<file path="src/rtl/pipeline_ctrl_pkg.sv">
// Shared definitions for the pipeline control slice: register address width,
// memory-wait FSM encodings and the source/destination match helper.
package pipeline_ctrl_pkg;

  localparam int REG_ADDR_W = 4;

  // Memory-wait FSM encodings
  localparam logic [0:0] ST_MEM_IDLE = 1'b0;
  localparam logic [0:0] ST_MEM_WAIT = 1'b1;

  // A source operand conflicts with an in-flight write when both are live
  // and the 4-bit register numbers are equal (no register is special).
  function automatic logic src_match(
    input logic                  src_used,
    input logic                  dst_wb,
    input logic [REG_ADDR_W-1:0] src,
    input logic [REG_ADDR_W-1:0] dst
  );
    return src_used & dst_wb & (src == dst);
  endfunction

endpackage

</file>
<file path="src/rtl/pipeline_ctrl_if.sv">
// Bundle of the hazard/memory inputs and the stall/flush controls exchanged
// between the pipeline and its control block.
interface pipeline_ctrl_if
  import pipeline_ctrl_pkg::*;
#(
  parameter int CNT_W = 16
);

  logic [REG_ADDR_W-1:0] id_rn;
  logic [REG_ADDR_W-1:0] id_rm;
  logic                  id_uses_rn;
  logic                  id_two_src;
  logic [REG_ADDR_W-1:0] exe_dest;
  logic                  exe_wb_en;
  logic [REG_ADDR_W-1:0] mem_dest;
  logic                  mem_wb_en;
  logic                  mem_req;
  logic                  branch_taken;

  logic                  if_freeze;
  logic                  ifr_en;
  logic                  ifr_clr;
  logic                  idr_en;
  logic                  idr_clr;
  logic                  exr_en;
  logic                  memr_en;
  logic                  hazard;
  logic                  mem_ready;
  logic [CNT_W-1:0]      hazard_cnt;
  logic [CNT_W-1:0]      mem_stall_cnt;
  logic [CNT_W-1:0]      flush_cnt;

  // Pipeline side: supplies stage information, consumes controls
  modport master (
    output id_rn, id_rm, id_uses_rn, id_two_src, exe_dest, exe_wb_en,
           mem_dest, mem_wb_en, mem_req, branch_taken,
    input  if_freeze, ifr_en, ifr_clr, idr_en, idr_clr, exr_en, memr_en,
           hazard, mem_ready, hazard_cnt, mem_stall_cnt, flush_cnt
  );

  // Controller side
  modport slave (
    input  id_rn, id_rm, id_uses_rn, id_two_src, exe_dest, exe_wb_en,
           mem_dest, mem_wb_en, mem_req, branch_taken,
    output if_freeze, ifr_en, ifr_clr, idr_en, idr_clr, exr_en, memr_en,
           hazard, mem_ready, hazard_cnt, mem_stall_cnt, flush_cnt
  );

endinterface

</file>
<file path="src/rtl/pipeline_ctrl_hazard_detect.sv">
// RAW hazard detector: purely combinational comparison of the ID source
// registers against the EXE and MEM destinations (no forwarding).
module pipeline_ctrl_hazard_detect
  import pipeline_ctrl_pkg::*;
(
  input  logic [REG_ADDR_W-1:0] id_rn,
  input  logic [REG_ADDR_W-1:0] id_rm,
  input  logic                  id_uses_rn,
  input  logic                  id_two_src,
  input  logic [REG_ADDR_W-1:0] exe_dest,
  input  logic                  exe_wb_en,
  input  logic [REG_ADDR_W-1:0] mem_dest,
  input  logic                  mem_wb_en,
  output logic                  raw
);

  // Any live source matching any pending writeback is a hazard
  always_comb begin
    raw = src_match(id_uses_rn, exe_wb_en, id_rn, exe_dest)
        | src_match(id_uses_rn, mem_wb_en, id_rn, mem_dest)
        | src_match(id_two_src, exe_wb_en, id_rm, exe_dest)
        | src_match(id_two_src, mem_wb_en, id_rm, mem_dest);
  end

endmodule

</file>
<file path="src/rtl/pipeline_ctrl.sv">
// Stall/flush sequencer for the 5-stage pipeline. Merges memory-wait stalls,
// EXE branch flushes and RAW hazards into stage enables/clears and keeps
// three wrapping event counters.
module pipeline_ctrl
  import pipeline_ctrl_pkg::*;
#(
  parameter int MEM_WAIT = 3,
  parameter int CNT_W    = 16
) (
  input  logic            clk,
  input  logic            rst,
  pipeline_ctrl_if.slave  bus
);

  // A zero-wait build still needs a 1-bit counter to stay legal
  localparam int              CW       = (MEM_WAIT > 0) ? $clog2(MEM_WAIT + 1) : 1;
  localparam logic [CW-1:0]   CNT_LOAD = CW'((MEM_WAIT > 0) ? MEM_WAIT - 1 : 0);
  localparam logic            HAS_WAIT = (MEM_WAIT > 0);

  logic [0:0]    state;
  logic [0:0]    state_nx;
  logic [CW-1:0] cnt;
  logic [CW-1:0] cnt_nx;
  logic          mstall;
  logic          ready_c;
  logic          raw;
  logic          flush;

  logic          if_freeze;
  logic          ifr_en;
  logic          ifr_clr;
  logic          idr_en;
  logic          idr_clr;
  logic          exr_en;
  logic          memr_en;
  logic          hazard;

  logic [CNT_W-1:0] hazard_cnt;
  logic [CNT_W-1:0] mem_stall_cnt;
  logic [CNT_W-1:0] flush_cnt;

  pipeline_ctrl_hazard_detect u_hazard (
    .id_rn      (bus.id_rn),
    .id_rm      (bus.id_rm),
    .id_uses_rn (bus.id_uses_rn),
    .id_two_src (bus.id_two_src),
    .exe_dest   (bus.exe_dest),
    .exe_wb_en  (bus.exe_wb_en),
    .mem_dest   (bus.mem_dest),
    .mem_wb_en  (bus.mem_wb_en),
    .raw        (raw)
  );

  // Memory-wait FSM next state, stall and completion decode
  always_comb begin
    state_nx = state;
    cnt_nx   = cnt;
    mstall   = 1'b0;
    ready_c  = 1'b0;
    case (state)
      ST_MEM_IDLE: begin
        if (bus.mem_req) begin
          if (HAS_WAIT) begin
            mstall   = 1'b1;
            cnt_nx   = CNT_LOAD;
            state_nx = ST_MEM_WAIT;
          end else begin
            ready_c  = 1'b1;
          end
        end
      end
      ST_MEM_WAIT: begin
        if (cnt != '0) begin
          mstall = 1'b1;
          cnt_nx = cnt - CW'(1);
        end else begin
          ready_c  = 1'b1;
          state_nx = ST_MEM_IDLE;
        end
      end
      default: state_nx = ST_MEM_IDLE;
    endcase
  end

  // Priority mux: memory stall over branch flush over RAW hazard
  always_comb begin
    if_freeze = 1'b0;
    ifr_en    = 1'b1;
    ifr_clr   = 1'b0;
    idr_en    = 1'b1;
    idr_clr   = 1'b0;
    exr_en    = 1'b1;
    memr_en   = 1'b1;
    hazard    = 1'b0;
    flush     = 1'b0;
    if (!rst) begin
      if (mstall) begin
        if_freeze = 1'b1;
        ifr_en    = 1'b0;
        idr_en    = 1'b0;
        exr_en    = 1'b0;
        memr_en   = 1'b0;
      end else if (bus.branch_taken) begin
        ifr_clr   = 1'b1;
        idr_clr   = 1'b1;
        flush     = 1'b1;
      end else if (raw) begin
        if_freeze = 1'b1;
        ifr_en    = 1'b0;
        idr_clr   = 1'b1;
        hazard    = 1'b1;
      end
    end
  end

  // FSM state and wait counter
  always_ff @(posedge clk) begin
    if (rst) begin
      state <= ST_MEM_IDLE;
      cnt   <= '0;
    end else begin
      state <= state_nx;
      cnt   <= cnt_nx;
    end
  end

  // Event counters, wrapping
  always_ff @(posedge clk) begin
    if (rst) begin
      hazard_cnt    <= '0;
      mem_stall_cnt <= '0;
      flush_cnt     <= '0;
    end else begin
      if (hazard) hazard_cnt    <= hazard_cnt + CNT_W'(1);
      if (mstall) mem_stall_cnt <= mem_stall_cnt + CNT_W'(1);
      if (flush)  flush_cnt     <= flush_cnt + CNT_W'(1);
    end
  end

  assign bus.if_freeze     = if_freeze;
  assign bus.ifr_en        = ifr_en;
  assign bus.ifr_clr       = ifr_clr;
  assign bus.idr_en        = idr_en;
  assign bus.idr_clr       = idr_clr;
  assign bus.exr_en        = exr_en;
  assign bus.memr_en       = memr_en;
  assign bus.hazard        = hazard;
  assign bus.mem_ready     = ready_c & ~rst;
  assign bus.hazard_cnt    = hazard_cnt;
  assign bus.mem_stall_cnt = mem_stall_cnt;
  assign bus.flush_cnt     = flush_cnt;

endmodule
</file>
<file path="src/flat_wrapper.sv">
// flat-port wrapper written by rule: the top's interface ports become plain ports
module pipeline_ctrl_flat import pipeline_ctrl_pkg::*;
#(
  parameter int MEM_WAIT = 3,
  parameter int CNT_W    = 16
)
  (clk, rst, bus_id_rn, bus_id_rm, bus_id_uses_rn, bus_id_two_src, bus_exe_dest, bus_exe_wb_en, bus_mem_dest, bus_mem_wb_en, bus_mem_req, bus_branch_taken, bus_if_freeze, bus_ifr_en, bus_ifr_clr, bus_idr_en, bus_idr_clr, bus_exr_en, bus_memr_en, bus_hazard, bus_mem_ready, bus_hazard_cnt, bus_mem_stall_cnt, bus_flush_cnt);
  pipeline_ctrl_if #(.CNT_W(CNT_W)) bus_i ();
  input  logic clk;
  input  logic rst;
  input wire logic [$bits(bus_i.id_rn)-1:0] bus_id_rn;
  input wire logic [$bits(bus_i.id_rm)-1:0] bus_id_rm;
  input wire logic [$bits(bus_i.id_uses_rn)-1:0] bus_id_uses_rn;
  input wire logic [$bits(bus_i.id_two_src)-1:0] bus_id_two_src;
  input wire logic [$bits(bus_i.exe_dest)-1:0] bus_exe_dest;
  input wire logic [$bits(bus_i.exe_wb_en)-1:0] bus_exe_wb_en;
  input wire logic [$bits(bus_i.mem_dest)-1:0] bus_mem_dest;
  input wire logic [$bits(bus_i.mem_wb_en)-1:0] bus_mem_wb_en;
  input wire logic [$bits(bus_i.mem_req)-1:0] bus_mem_req;
  input wire logic [$bits(bus_i.branch_taken)-1:0] bus_branch_taken;
  output wire logic [$bits(bus_i.if_freeze)-1:0] bus_if_freeze;
  output wire logic [$bits(bus_i.ifr_en)-1:0] bus_ifr_en;
  output wire logic [$bits(bus_i.ifr_clr)-1:0] bus_ifr_clr;
  output wire logic [$bits(bus_i.idr_en)-1:0] bus_idr_en;
  output wire logic [$bits(bus_i.idr_clr)-1:0] bus_idr_clr;
  output wire logic [$bits(bus_i.exr_en)-1:0] bus_exr_en;
  output wire logic [$bits(bus_i.memr_en)-1:0] bus_memr_en;
  output wire logic [$bits(bus_i.hazard)-1:0] bus_hazard;
  output wire logic [$bits(bus_i.mem_ready)-1:0] bus_mem_ready;
  output wire logic [$bits(bus_i.hazard_cnt)-1:0] bus_hazard_cnt;
  output wire logic [$bits(bus_i.mem_stall_cnt)-1:0] bus_mem_stall_cnt;
  output wire logic [$bits(bus_i.flush_cnt)-1:0] bus_flush_cnt;
  assign bus_i.id_rn = bus_id_rn;
  assign bus_i.id_rm = bus_id_rm;
  assign bus_i.id_uses_rn = bus_id_uses_rn;
  assign bus_i.id_two_src = bus_id_two_src;
  assign bus_i.exe_dest = bus_exe_dest;
  assign bus_i.exe_wb_en = bus_exe_wb_en;
  assign bus_i.mem_dest = bus_mem_dest;
  assign bus_i.mem_wb_en = bus_mem_wb_en;
  assign bus_i.mem_req = bus_mem_req;
  assign bus_i.branch_taken = bus_branch_taken;
  assign bus_if_freeze = bus_i.if_freeze;
  assign bus_ifr_en = bus_i.ifr_en;
  assign bus_ifr_clr = bus_i.ifr_clr;
  assign bus_idr_en = bus_i.idr_en;
  assign bus_idr_clr = bus_i.idr_clr;
  assign bus_exr_en = bus_i.exr_en;
  assign bus_memr_en = bus_i.memr_en;
  assign bus_hazard = bus_i.hazard;
  assign bus_mem_ready = bus_i.mem_ready;
  assign bus_hazard_cnt = bus_i.hazard_cnt;
  assign bus_mem_stall_cnt = bus_i.mem_stall_cnt;
  assign bus_flush_cnt = bus_i.flush_cnt;
  pipeline_ctrl #(.MEM_WAIT(MEM_WAIT), .CNT_W(CNT_W)) u_core (.clk(clk), .rst(rst), .bus(bus_i));
endmodule
</file>
<file path="config.mk">
export PLATFORM = sky130hd
export DESIGN_NAME = pipeline_ctrl_flat
export DESIGN_NICKNAME = d
export VERILOG_FILES = /design/src/rtl/pipeline_ctrl_pkg.sv /design/src/rtl/pipeline_ctrl_if.sv /design/src/rtl/pipeline_ctrl_hazard_detect.sv /design/src/rtl/pipeline_ctrl.sv /design/src/flat_wrapper.sv
export SDC_FILE = /design/constraint.sdc
export NUM_CORES = 1
export LEC_CHECK = 0
export ABC_AREA = 1
export CORE_ASPECT_RATIO = 0.75
export CORE_MARGIN = 2
export CORE_UTILIZATION = 45
export CTS_BUF_LIST = sky130_fd_sc_hd__clkbuf_8
export CTS_CLUSTER_SIZE = 16
export DETAILED_ROUTE_END_ITERATION = 6
export MAX_ROUTING_LAYER = met4
export PLACE_DENSITY = 0.78
export SKIP_LAST_GASP = 1
export SYNTH_ARGS = -nofsm -noshare
export SYNTH_HDL_FRONTEND = slang
export SYNTH_SLANG_ARGS = --single-unit
</file>
<file path="constraint.sdc">
create_clock -name clk -period 2.5 [get_ports clk]
set_input_delay 0.75 -clock clk [delete_from_list [all_inputs] [get_ports clk]]
set_output_delay 0.75 -clock clk [all_outputs]
set_load 0.1 [all_outputs]
</file>
======== After elaboration in Yosys (flattened, before gate mapping) ========
Index checks and enable logic that the tools add are counted.
word-level totals
  flip-flop bits (word level) ............. 51
  input bits .............................. 24
  output and inout bits ................... 57
  word-level logic and storage cells ...... 57
cells by class
  add/subtract/negate cells ............... 4
  equal/unequal tests ..................... 6
  multiplexer cells ....................... 26
  bitwise gates (word level) .............. 14
  reduce and logical (&&, ||, !) cells .... 2
operators by type and width
  operator                                          count
  adder 16 x 1 -> 16 bit, second input constant     3
  two-way mux 1 bit                                 21
  == test 4 bit                                     4
  AND 1 bit                                         9
  two-way mux 2 bit                                 2
  inequality test 2 bit, second input constant      2
  one-hot mux 1 bit (2 select lines)                2
  one-hot mux 2 bit (2 select lines)                1
  bitwise OR 1 bit                                  3
  inverter 1 bit                                    2
  AND reduction 2 bit                               1
  nonzero test 2 bit                                1
  subtractor 2 x 1 -> 2 bit, second input constant  1

======== Depth between registers and ports, before layout ========
  depth after elaboration ................. 9
  gate-level depth with buffers ........... 13
  mapped depth without buffers ............ 13

======== Hierarchy ========
A second synthesis with hierarchy kept.
unflattened totals
  cell total of the unflattened synthesis .. 491
  area, all modules ....................... 3002.9 µm²
by module, submodules not included
  module                       instances  cells an instance  area each (µm²)  seq. area each (µm²)
  pipeline_ctrl                1          411                2692.6           1021.0
  pipeline_ctrl_hazard_detect  1          80                 310.3            0.0

======== Least setup slack after synthesis ========
Ideal clock, no wire load.
  path type ............................... input port to output port
  start point ............................. input bus_mem_req
  end point ............................... output bus_if_freeze
  arrival ................................. 4.693 ns
  data required time ...................... 1.750 ns
  setup slack ............................. -2.943 ns
  cell stages on the path ................. 4
  path buffers ............................ 0
  path through ............................ o21ai_2 inv_1 o21ai_0 inv_1
on the way
  cells in the longest elaborated chain, start to end .. 4
RTL lines
  what                                line                 text
  from (decl)                         flat_wrapper.sv:19   input wire logic [$bits(bus_i.mem_req)-1:0] bus_mem_req;
  two-way mux 1 bit                   pipeline_ctrl.sv:62  if (bus.mem_req) begin
  one-hot mux 1 bit (2 select lines)  pipeline_ctrl.sv:60  case (state)
  two-way mux 1 bit                   pipeline_ctrl.sv:97  if (mstall) begin
  two-way mux 1 bit                   pipeline_ctrl.sv:96  if (!rst) begin
  to (decl)                           flat_wrapper.sv:21   output wire logic [$bits(bus_i.if_freeze)-1:0] bus_if_freeze;
No other way between the ends.

======== Final worst setup path ========
  start point ............................. input bus_exe_dest[2]
  end point ............................... output bus_idr_clr
on the way
  cells in the longest elaborated chain, start to end .. 9
  elaborated cells on any way between the ends .. 11
  classes of those cells .................. 2 x eq/ne; 4 x mux; 5 x bitwise
RTL lines
  what                   line                               text
  from (decl)            flat_wrapper.sv:15                 input wire logic [$bits(bus_i.exe_dest)-1:0] bus_exe_dest;
  == test 4 bit          pipeline_ctrl_pkg.sv:19            return src_used & dst_wb & (src == dst);
  AND 1 bit              pipeline_ctrl_pkg.sv:19
  bitwise OR 1 bit       pipeline_ctrl_hazard_detect.sv:20  | src_match(id_uses_rn, mem_wb_en, id_rn, mem_dest)
  bitwise OR 1 bit (*)   pipeline_ctrl_hazard_detect.sv:21  | src_match(id_two_src, exe_wb_en, id_rm, exe_dest)
  bitwise OR 1 bit (*)   pipeline_ctrl_hazard_detect.sv:22  | src_match(id_two_src, mem_wb_en, id_rm, mem_dest);
  two-way mux 1 bit (*)  pipeline_ctrl.sv:107               end else if (raw) begin
  two-way mux 1 bit (*)  pipeline_ctrl.sv:103               end else if (bus.branch_taken) begin
  two-way mux 1 bit (*)  pipeline_ctrl.sv:97
  two-way mux 1 bit (*)  pipeline_ctrl.sv:96
  to (decl)              flat_wrapper.sv:25                 output wire logic [$bits(bus_i.idr_clr)-1:0] bus_idr_clr;
Mark *: on every way between the ends. The rest lies on a longest branch, timed or not.

==> impl_metrics.env <==
export IMPL_outcome="finished with violations"
export IMPL_failed_checks="negative setup slack"
export IMPL_syn_inst=463
export IMPL_utilization=0.678
export IMPL_fp_dieW_um=98.2
export IMPL_layoutNonFillerInstCount=650
export IMPL_post_drt_wl_per_cell_um=12.1
export IMPL_ir_drop_uv=315
export IMPL_clock_sinks=51
export IMPL_p_sw_frac=0.340
export IMPL_power_leakage_nw=1.84
export IMPL_comb_power_share=0.269
export IMPL_cp_max_fo=4
export IMPL_drtAntennaViolNets=0
export IMPL_internal_power_w=0.00121
export IMPL_critPathRequiredTime_ps=1750
export IMPL_crit_type="primary input to output port"
export IMPL_nets=595
export IMPL_synthesis_area_mm2=0.00299
export IMPL_finalSetupViolations=4
export IMPL_skew_ps=9.79
export IMPL_grt_pass1_vias=2926
export IMPL_synth_area_per_cell_um2=6.47
export IMPL_slew_violations=0
export IMPL_yosysTopAreaCell="dfxtp_1"
export IMPL_rows=25
export IMPL_power_switching_w=0.000622
export IMPL_synth_edff_count=0
export IMPL_min_period_over_period=1.03
export IMPL_cts_buffers=5
export IMPL_fin_ws_ps=-78.6
export IMPL_wl_um=7850
export IMPL_hold_class="flip-flop to flip-flop"
export IMPL_drv_cap=0
export IMPL_routabilityCongestion=0.905
export IMPL_ys_seq_area_frac=0.341
export IMPL_cp_arrival_ps=1830
export IMPL_ys_seq_elements=51
export IMPL_synthFlopType="dfxtp_1"
export IMPL_die_h_um=74.6
export IMPL_clockBufferDepth=2
export IMPL_antenna_found_initial=1
export IMPL_max_slew_margin=0.728
export IMPL_fmax_mhz=388
export IMPL_yosys_top_cells_area="dfxtp_1 (34%), nand2_1 (16%), inv_1 (7.6%)"
export IMPL_clockPowerShare=0.271
export IMPL_worstMarginPinSlew_ps=404
export IMPL_track_usage=0.222
export IMPL_tritoncts="yes"
export IMPL_drc=0
export IMPL_rsz0062_at_grt="true"
export IMPL_drt_iter0_drc=147
export IMPL_cts_hold_buf=0
export IMPL_place_inst=633
export IMPL_async_flop_share=0
export IMPL_hpwl_um=5900
export IMPL_period_minus_slack_ps=2580
export IMPL_clk_pin_slew_worst_paths_ps=100
export IMPL_yosys_area_top_type_share=0.341
export IMPL_via_per_inst=5.02
export IMPL_regArea_mm2=0.00102
export IMPL_syn_num_nets=491
export IMPL_fillers=567
export IMPL_hold_viol=0
export IMPL_ys_warn_count=0
export IMPL_cp_common_cell="nand2_1"
export IMPL_drive_above_1_share=0.298
export IMPL_io_buffers=80
export IMPL_synth_cell_types=35
export IMPL_multi_input_area_mm2=0.00180
export IMPL_grt_start_max_net_pins=33
export IMPL_grt_first_pass_wirelength_um=13200
export IMPL_worstSetupStartpointType="primary input"
export IMPL_root_buffer="clkbuf_8"
export IMPL_vias=3262
export IMPL_first_pass_iters=4
export IMPL_slowest_delay_ps=190
export IMPL_crit_slowest_cell="a31oi_4"
export IMPL_power_density_mw_per_mm2=423
export IMPL_io_pins=81
export IMPL_area_growth_pct=44.5
export IMPL_htree_levels=2
export IMPL_overflow=0
export IMPL_path_cells="buf_2 -> nand2_1 -> o21ai_1 -> nor2_1 -> nand3_1 -> nand2_1 -> inv_2 -> buf_6 -> a31oi_4 -> buf_12"
export IMPL_start_util=0.469
export IMPL_coreArea_mm2=0.00638
export IMPL_dieArea_mm2=0.00733
export IMPL_clk_latency_ps=300
export IMPL_end_kind="output port"
export IMPL_pwr_share_seq=0.460
[worst max-delay path: cells and delay by family]
kind | cells | cell delay (ps)
compound gates | 2 | 250
buf+inv | 4 | 510
simple gates | 4 | 320
[path summary, 6_finish.rpt]
check / from / end / slack, ps / depth (start not counted)
setup / recovery: bus_exe_dest[2] / bus_idr_clr / -80 / 10
hold / removal: u_core.bus.mem_stall_cnt[15] / u_core.bus.mem_stall_cnt[15] / 470 / 2
hold reg to reg: u_core.bus.mem_stall_cnt[15] / u_core.bus.mem_stall_cnt[15] / 470 / 2
setup reg to reg: u_core.cnt[0] / u_core.bus.mem_stall_cnt[13] / 410 / 15
[cells in the mapped netlist, types with 2 or more instances]
master      n
nand2_1   128
inv_1      61
nor2_1     55
dfxtp_1    51
a21oi_1    36
nand3_1    24
nand4_1    24
o21ai_0    16
nor3_1     14
xor2_1     13
buf_2       5
clkbuf_1    4
ha_1        4
xnor2_1     4
buf_4       2
nor2_4      2
nor4_1      2
[sequential cells by signal, summed over array words and instances, names as in the netlist]
register and count:
u_core.bus.flush_cnt 16, u_core.bus.hazard_cnt 16, u_core.bus.mem_stall_cnt 16, u_core.cnt 2, u_core.state 1
[power by group through the flow]
stage	Sequential (W)	Clock, W	Combinational (W)
detailed placement	0.000859	0	0.000457
global route	0.000843	0.000547	0.000519
CTS	0.000840	0.000513	0.000483
floorplan	0.000915	0	0.000229
global placement	0.000858	0	0.000449
finish	0.000841	0.000495	0.000493
[kinds of logic after synthesis]
logic type	count (synthesis)	share of synthesized area
simple gates	258	0.389
buf+inv	74	0.0974
compound gates	59	0.107
flops	51	0.341
xor+xnor	17	0.0497
fa+ha+maj	4	0.0167
[repair_timing]
action	CTS	global route
endpoints found under the setup margin	8	8
gates cloned	0	0
pin swaps	25	18
endpoints found under the hold margin	0	0
setup buffers	6	2
resized for setup	122	15
[placed cells by master, fill, tap and decap left out, types with 13 or more instances in the layout]
cell     synthesis  routed
o21ai_0         16      14
nand4_1         24      24
nor2_1          55      51
a21oi_1         36      33
dfxtp_1         51      51
buf_4            2      73
nand3_1         24      24
nand2_1        128     114
xor2_1          13      13
nand2_2          1      14
inv_1           61      41
nor3_1          14      14
[layout make-up]
class | instances | share of cell area
multi-input combinational | 338 | 0.415
sequential | 51 | 0.236
timing repair buffer | 108 | 0.235
inverter | 63 | 0.0686
tap | 81 | 0.0234
clock buffer | 5 | 0.0159
clock inverter | 3 | 0.00550
antenna | 1 | 0.000579
[per-layer routing]
layer / GRT usage / part of all wire
met5: - / 0
met4: 0.0365 / 0.0090
met2: 0.377 / 0.46
met1: 0.283 / 0.47
met3: 0.0483 / 0.056
[stage by stage]
step           hold WS, ps  instance area [µm²]  setup WS (ps)  total power, W  setup TNS (ps)
2_1_floorplan          453                 3110           -612         0.00114           -1730
3_3_place_gp           449                 4080           -626         0.00131           -3220
3_5_place_dp           459                 4080           -637         0.00132           -3300
4_1_cts                476                 4260          -85.3         0.00184            -224
5_1_grt                522                 4330           -148         0.00191            -638
6_report               470                 4330          -78.6         0.00183            -164
Power figures use the tool's default switching activity.
